## src/rtl/mem_buf_resp_pkg.sv

```systemverilog
// Shared widths, funct3 codes and state/size encodings for the memory response buffer.
package mem_buf_resp_pkg;

   localparam int XLEN       = 32;
   localparam int MEMB_PARA  = 9;
   localparam int MEMB_DEPTH = 4;
   localparam int MEMB_ENTRY = MEMB_PARA + 2 * XLEN;

   localparam logic [2:0] F3_B  = 3'b000;
   localparam logic [2:0] F3_H  = 3'b001;
   localparam logic [2:0] F3_W  = 3'b010;
   localparam logic [2:0] F3_BU = 3'b100;
   localparam logic [2:0] F3_HU = 3'b101;

   typedef enum logic [1:0] {
      ST_IDLE = 2'd0,
      ST_REQ  = 2'd1,
      ST_WAIT = 2'd2
   } state_t;

   typedef enum logic [1:0] {
      SZ_B = 2'd0,
      SZ_H = 2'd1,
      SZ_W = 2'd2
   } size_t;

   // Loads and stores share funct3[1:0] for width; unknown codes fall back to word.
   function automatic size_t access_size(input logic [2:0] f3);
      case (f3[1:0])
         2'b00:   return SZ_B;
         2'b01:   return SZ_H;
         default: return SZ_W;
      endcase
   endfunction

endpackage

```

## src/rtl/mem_buf_fifo.sv

```systemverilog
// Request queue: DEPTH entries, power-of-two pointers wrap naturally.
module mem_buf_fifo #(
   parameter int DEPTH = 4,
   parameter int WIDTH = 8
) (
   input  logic                     clk,
   input  logic                     rst,
   input  logic                     push,
   input  logic                     pop,
   input  logic [WIDTH-1:0]         din,
   output logic                     full,
   output logic                     empty,
   output logic [WIDTH-1:0]         head,
   output logic [$clog2(DEPTH):0]   count
);

   localparam int AW = $clog2(DEPTH);
   localparam int CW = AW + 1;

   logic [WIDTH-1:0] mem_q [DEPTH];
   logic [AW-1:0]    wr_ptr_q;
   logic [AW-1:0]    rd_ptr_q;
   logic [CW-1:0]    cnt_q;

   // Entry storage needs no reset; the count gates every use of it.
   always_ff @(posedge clk) begin
      if (push) mem_q[wr_ptr_q] <= din;
   end

   // Pointer and occupancy tracking.
   always_ff @(posedge clk or posedge rst) begin
      if (rst) begin
         wr_ptr_q <= '0;
         rd_ptr_q <= '0;
         cnt_q    <= '0;
      end else begin
         if (push) wr_ptr_q <= wr_ptr_q + AW'(1);
         if (pop)  rd_ptr_q <= rd_ptr_q + AW'(1);
         case ({push, pop})
            2'b10:   cnt_q <= cnt_q + CW'(1);
            2'b01:   cnt_q <= cnt_q - CW'(1);
            default: cnt_q <= cnt_q;
         endcase
      end
   end

   assign full  = (cnt_q == CW'(DEPTH));
   assign empty = (cnt_q == '0);
   assign head  = mem_q[rd_ptr_q];
   assign count = cnt_q;

endmodule

```

## src/rtl/mem_buf_resp.sv

```systemverilog
// Load/store request buffer: queues ALU memory ops, issues them one at a time on
// the data bus, handles lane steering and load extension, drops misaligned ops.
module mem_buf_resp
   import mem_buf_resp_pkg::*;
#(
   parameter int DEPTH = MEMB_DEPTH
) (
   input  logic                 clk,
   input  logic                 rst,
   input  logic                 mem_vld,
   input  logic [MEMB_PARA-1:0] mem_para,
   input  logic [XLEN-1:0]      mem_addr,
   input  logic [XLEN-1:0]      mem_wdata,
   output logic                 mem_full,
   output logic                 mem_busy,
   output logic                 dmem_req,
   output logic                 dmem_we,
   output logic [XLEN-1:0]      dmem_addr,
   output logic [3:0]           dmem_be,
   output logic [XLEN-1:0]      dmem_wdata,
   input  logic                 dmem_gnt,
   input  logic                 dmem_rvld,
   input  logic [XLEN-1:0]      dmem_rdata,
   output logic                 mem_rg_vld,
   output logic [4:0]           mem_rg_sel,
   output logic [XLEN-1:0]      mem_rg_data,
   output logic                 mem_err
);

   localparam int CW = $clog2(DEPTH) + 1;

   state_t                state_q;
   logic                  rg_vld_q;
   logic [4:0]            rg_sel_q;
   logic [XLEN-1:0]       rg_data_q;
   logic                  err_q;

   logic                  push_ok;
   logic                  pop;
   logic                  q_full;
   logic                  q_empty;
   logic [MEMB_ENTRY-1:0] head;
   logic [CW-1:0]         q_count;

   logic [4:0]            h_rd;
   logic [2:0]            h_f3;
   logic                  h_st;
   logic [XLEN-1:0]       h_addr;
   logic [XLEN-1:0]       h_wdata;
   logic [1:0]            sh;
   logic                  mis;
   logic [3:0]            be;
   logic [XLEN-1:0]       wd;
   logic [7:0]            lane_b;
   logic [15:0]           lane_h;
   logic [XLEN-1:0]       ld_data;
   logic                  remain;
   logic                  bus_act;

   assign push_ok = mem_vld & ~q_full;

   mem_buf_fifo #(.DEPTH(DEPTH), .WIDTH(MEMB_ENTRY)) u_fifo (
      .clk   (clk),
      .rst   (rst),
      .push  (push_ok),
      .pop   (pop),
      .din   ({mem_para, mem_addr, mem_wdata}),
      .full  (q_full),
      .empty (q_empty),
      .head  (head),
      .count (q_count)
   );

   assign {h_rd, h_f3, h_st} = head[MEMB_ENTRY-1 -: MEMB_PARA];
   assign h_addr  = head[2*XLEN-1 -: XLEN];
   assign h_wdata = head[XLEN-1:0];
   assign sh      = h_addr[1:0];

   // Byte-enable, store-lane replication and alignment check for the head entry.
   always_comb begin
      mis = 1'b0;
      be  = 4'b1111;
      wd  = h_wdata;
      case (access_size(h_f3))
         SZ_B: begin
            be = 4'b0001 << sh;
            wd = {4{h_wdata[7:0]}};
         end
         SZ_H: begin
            be  = 4'b0011 << sh;
            wd  = {2{h_wdata[15:0]}};
            mis = sh[0];
         end
         default: begin
            be  = 4'b1111;
            mis = |sh;
         end
      endcase
   end

   // Select the addressed lane of the read return and extend it.
   always_comb begin
      lane_h = sh[1] ? dmem_rdata[31:16] : dmem_rdata[15:0];
      case (sh)
         2'd0:    lane_b = dmem_rdata[7:0];
         2'd1:    lane_b = dmem_rdata[15:8];
         2'd2:    lane_b = dmem_rdata[23:16];
         default: lane_b = dmem_rdata[31:24];
      endcase
      case (h_f3)
         F3_B:    ld_data = {{24{lane_b[7]}}, lane_b};
         F3_BU:   ld_data = {24'd0, lane_b};
         F3_H:    ld_data = {{16{lane_h[15]}}, lane_h};
         F3_HU:   ld_data = {16'd0, lane_h};
         F3_W:    ld_data = dmem_rdata;
         default: ld_data = dmem_rdata;
      endcase
   end

   // Whether another entry is waiting once the head retires (counting a same-cycle push).
   assign remain  = (q_count > CW'(1)) | push_ok;
   assign bus_act = (state_q == ST_REQ) & ~mis;
   assign pop     = ((state_q == ST_REQ) & (mis | (dmem_gnt & h_st))) |
                    ((state_q == ST_WAIT) & dmem_rvld);

   // Issue sequencer plus registered writeback and error pulse.
   always_ff @(posedge clk or posedge rst) begin
      if (rst) begin
         state_q   <= ST_IDLE;
         rg_vld_q  <= 1'b0;
         rg_sel_q  <= '0;
         rg_data_q <= '0;
         err_q     <= 1'b0;
      end else begin
         rg_vld_q <= 1'b0;
         err_q    <= 1'b0;
         case (state_q)
            ST_IDLE: begin
               if (!q_empty) state_q <= ST_REQ;
            end
            ST_REQ: begin
               if (mis) begin
                  err_q   <= 1'b1;
                  state_q <= remain ? ST_REQ : ST_IDLE;
               end else if (dmem_gnt) begin
                  if (h_st) state_q <= remain ? ST_REQ : ST_IDLE;
                  else      state_q <= ST_WAIT;
               end
            end
            ST_WAIT: begin
               if (dmem_rvld) begin
                  rg_vld_q  <= (h_rd != 5'd0);
                  rg_sel_q  <= h_rd;
                  rg_data_q <= ld_data;
                  state_q   <= remain ? ST_REQ : ST_IDLE;
               end
            end
            default: state_q <= ST_IDLE;
         endcase
      end
   end

   assign dmem_req    = bus_act;
   assign dmem_we     = bus_act & h_st;
   assign dmem_addr   = bus_act ? {h_addr[XLEN-1:2], 2'b00} : '0;
   assign dmem_be     = bus_act ? be : 4'b0000;
   assign dmem_wdata  = bus_act ? wd : '0;

   assign mem_full    = q_full;
   assign mem_busy    = ~q_empty | (state_q != ST_IDLE) | rg_vld_q;
   assign mem_rg_vld  = rg_vld_q;
   assign mem_rg_sel  = rg_sel_q;
   assign mem_rg_data = rg_data_q;
   assign mem_err     = err_q;

endmodule

```

## config.mk

```make
export PLATFORM = sky130hd
export DESIGN_NAME = mem_buf_resp
export DESIGN_NICKNAME = d
export VERILOG_FILES = /design/src/rtl/mem_buf_resp_pkg.sv /design/src/rtl/mem_buf_fifo.sv /design/src/rtl/mem_buf_resp.sv
export SDC_FILE = /design/constraint.sdc
export NUM_CORES = 1
export LEC_CHECK = 0
export CELL_PAD_IN_SITES_DETAIL_PLACEMENT = 1
export CELL_PAD_IN_SITES_GLOBAL_PLACEMENT = 1
export CORE_MARGIN = 2
export CORE_UTILIZATION = 40
export CTS_BUF_LIST = sky130_fd_sc_hd__clkbuf_8 sky130_fd_sc_hd__clkbuf_16
export CTS_CLUSTER_DIAMETER = 30
export DETAILED_ROUTE_END_ITERATION = 8
export GPL_ROUTABILITY_DRIVEN = 0
export GPL_TIMING_DRIVEN = 0
export PLACE_DENSITY = 0.81
export SLEW_MARGIN = 20
export SYNTH_ARGS = -nofsm -noshare
export SYNTH_HDL_FRONTEND = slang
export SYNTH_SLANG_ARGS = --single-unit
```

## constraint.sdc

```tcl
create_clock -name clk -period 8.1 [get_ports clk]
set_clock_uncertainty 0.05 [all_clocks]
set_input_delay 1.215 -clock clk [delete_from_list [all_inputs] [get_ports clk]]
set_output_delay 1.215 -clock clk [all_outputs]
set_load 0.02 [all_outputs]
```

==> impl_metrics.env <==
export IMPL_status="finished clean"
export IMPL_drv_cap=0
export IMPL_wire_per_inst_microns=24.64
export IMPL_dieArea_sq_um=36560
export IMPL_numCtsBuffers=73
export IMPL_clock_latency_ps=560
export IMPL_synth_edf_count=292
export IMPL_start_util_pct=40.58
export IMPL_slowest_stage="clkdlybuf4s50_1"
export IMPL_fmax_ghz=0.1870
export IMPL_ioPinCount=221
export IMPL_synth_top_area_share_pct=62.55
export IMPL_grt_overflow=0
export IMPL_synth_cells=809
export IMPL_wirelength_mm=39.98
export IMPL_yosysSeqAreaShare_pct=71.12
export IMPL_yosys_top_cells_count="edfxtp_1 (292), mux4_2 (73), nand2_1 (59)"
export IMPL_drive_above_1_share_pct=20.10
export IMPL_rsz0062_at_grt="false"
export IMPL_setup_tns_ps=0
export IMPL_cts_hold_buf=0
export IMPL_post_synth_num_cell_types=46
export IMPL_via_per_inst=5.333
export IMPL_synth_most_common_cell="edfxtp_1"
export IMPL_dp_hpwl_mm=25.52
export IMPL_clk_path_buf_depth=3
export IMPL_finalMaxSlewViolations=0
export IMPL_post_route_min_period_ps=5349
export IMPL_start_kind="flip-flop"
export IMPL_core_area_sq_um=34540
export IMPL_yosys_warnings=0
export IMPL_drcViolationCount=0
export IMPL_path_class="reg2out"
export IMPL_cts_resized=0
export IMPL_synth_seq_cells=340
export IMPL_h_tree_depth=3
export IMPL_synth_main_ff_cell="edfxtp_1"
export IMPL_power_density_nw_per_um2=457.0
export IMPL_crit_chain="buf_2 -> mux4_2 -> clkbuf_1 -> buf_2 -> clkbuf_1 -> nand2_1 -> a21oi_1 -> clkdlybuf4s50_1"
export IMPL_rows=68
export IMPL_cts_sinks=340
export IMPL_port_buffer_count=218
export IMPL_hp_class="reg2reg"
export IMPL_regArea_sq_um=9970
export IMPL_first_global_vias=9709
export IMPL_relSlewSlack_pct=35.83
export IMPL_cts_tree="done"
export IMPL_cts_clk_slew_worst_paths_ps=40
export IMPL_post_route_period_util_pct=66.03
export IMPL_critPathMaxStageDelay_ps=690
export IMPL_antenna_left=0
export IMPL_cts_root_buf="clkbuf_16"
export IMPL_detail_route_iter0_violations=531
export IMPL_yosysTopAreaCell="edfxtp_1"
export IMPL_syn_area_sq_um=14020
export IMPL_fin_nets=1227
export IMPL_antenna_found_initial=8
export IMPL_multi_input_area_sq_um=3742
export IMPL_dr_pass1_iters=5
export IMPL_async_reset_ff_share_pct=14.12
export IMPL_grt_max_degree=47
export IMPL_endpoint_kind="primary output"
export IMPL_grt_usage_pct=22.28
export IMPL_path_max_fanout=10
export IMPL_p_leak_uw=0.006855
export IMPL_post_cts_buffers=0
export IMPL_die_w_microns=191.2
export IMPL_finalPower_uw=8857
export IMPL_vias=8656
export IMPL_final_hold_violation_count=0
export IMPL_yosys_top_cells_area="edfxtp_1 (63%), mux4_2 (12%), dfrtp_1 (8.6%)"
export IMPL_grt_pass1_wl_mm=60.29
export IMPL_area_delta_synth_final_pct=38.25
export IMPL_synth_avg_cell_area_sq_um=17.33
export IMPL_crit_arrival_ps=4080
export IMPL_dieHeight_microns=191.2
export IMPL_setup_viol=0
export IMPL_worst_pin_slew_ps=955.2
export IMPL_peakVddDrop_uv=285.3
export IMPL_fill_cells=3210
export IMPL_crit_required_ps=6840
-- power breakdown --
group	leakage [uW]	switching [uW]	internal, uW
logic	0.00239	1960	1460
clock network	0.00124	945	2000
registers	0.00322	153	2340
total	0.00686	3050	5800
-- sequential cells by signal (all words and copies together), names as in the netlist --
name             cells
u_fifo.rd_ptr_q      2
u_fifo.count         3
state_q              2
mem_rg_vld           1
mem_rg_data         32
mem_rg_sel           5
u_fifo.wr_ptr_q      2
u_fifo.mem_q       292
mem_err              1
-- final timing paths --
path / depth (start not counted) / from / end / slack [ps]
max in group asynchronous: 3 / rst / u_fifo.count[1] / 6450
worst max-delay path: 8 / u_fifo.rd_ptr_q[0] / dmem_wdata[16] / 2750
worst min-delay path: 2 / mem_rg_sel[0] / mem_rg_sel[0] / 420
worst max register to register: 7 / u_fifo.rd_ptr_q[0] / mem_rg_data[31] / 5250
worst min register to register: 2 / mem_rg_sel[0] / mem_rg_sel[0] / 420
min in group asynchronous: 2 / rst / mem_rg_data[7] / 1010
-- worst max-delay path: cells and delay by family (launching register included) --
family	cells	cell delay, ps
buf+inv	5	2230
mux	1	480
flops	1	360
compound gates	1	320
simple gates	1	120
-- area by class of cell --
| cell class | count | share of cell area [%] |
|---|---|---|
| sequential | 340 | 51.44 |
| multi-input combinational | 409 | 19.31 |
| timing repair buffer | 223 | 11.93 |
| clock buffer | 77 | 9.768 |
| tap | 455 | 2.937 |
| clock inverter | 54 | 2.912 |
| buffer | 51 | 1.459 |
| inverter | 10 | 0.1937 |
| antenna | 4 | 0.05165 |
-- cell usage in the layout (no fill, tap or decap), types with 12 or more instances in the layout --
cell | synthesis | final
nand3_1 | 15 | 15
buf_2 | 16 | 16
o211ai_1 | 12 | 12
nor2b_1 | 40 | 40
dfrtp_1 | 48 | 48
clkdlybuf4s50_1 | 0 | 218
clkbuf_1 | 20 | 20
edfxtp_1 | 292 | 292
nor2_1 | 23 | 23
mux4_2 | 73 | 73
clkbuf_16 | 0 | 74
inv_1 | 10 | 24
nand2_1 | 59 | 59
mux2i_1 | 23 | 23
a21oi_1 | 41 | 41
nor3_1 | 16 | 16
-- through the flow --
stage / util, % / setup slack (ps) / std cells / area (sq um) / hold slack [ps]
after global routing: 56.11 / 2591 / 1623 / 19380 / 464.4
after global placement: 48.56 / 2327 / 1483 / 16770 / 413.3
final: 56.11 / 2751 / 1623 / 19380 / 419.7
after floorplan: - / 4317 / 810 / 14020 / 423.6
after detailed placement: 48.96 / 3428 / 1488 / 16910 / 415.5
after CTS: 56.08 / 2778 / 1619 / 19370 / 425.7
-- cell families (layout without fill, tap and decap cells) --
family	Yosys count	in the layout	share of synthesized area (%)
muxes	98	98	13.53
other	1	6	0.02675
and+or+nand+nor	187	187	6.730
AOI/OAI and AO/OA	104	104	4.945
xor gates and xnor gates	9	9	0.5623
adders and majority gates	9	9	0.8033
buffers and inverters	61	415	2.285
DFF	340	340	71.12
-- layer usage --
metal / GRT usage (%) / part of all wire (%) / vias up
met5: 0 / 0.033 / -
met4: 8.964 / 2.7 / 2
met3: 5.820 / 7.7 / 81
met2: 37.31 / 50 / 357
met1: 27.56 / 40 / 4419
li1: - / - / 3797
(Power assumes the default switching activity.)
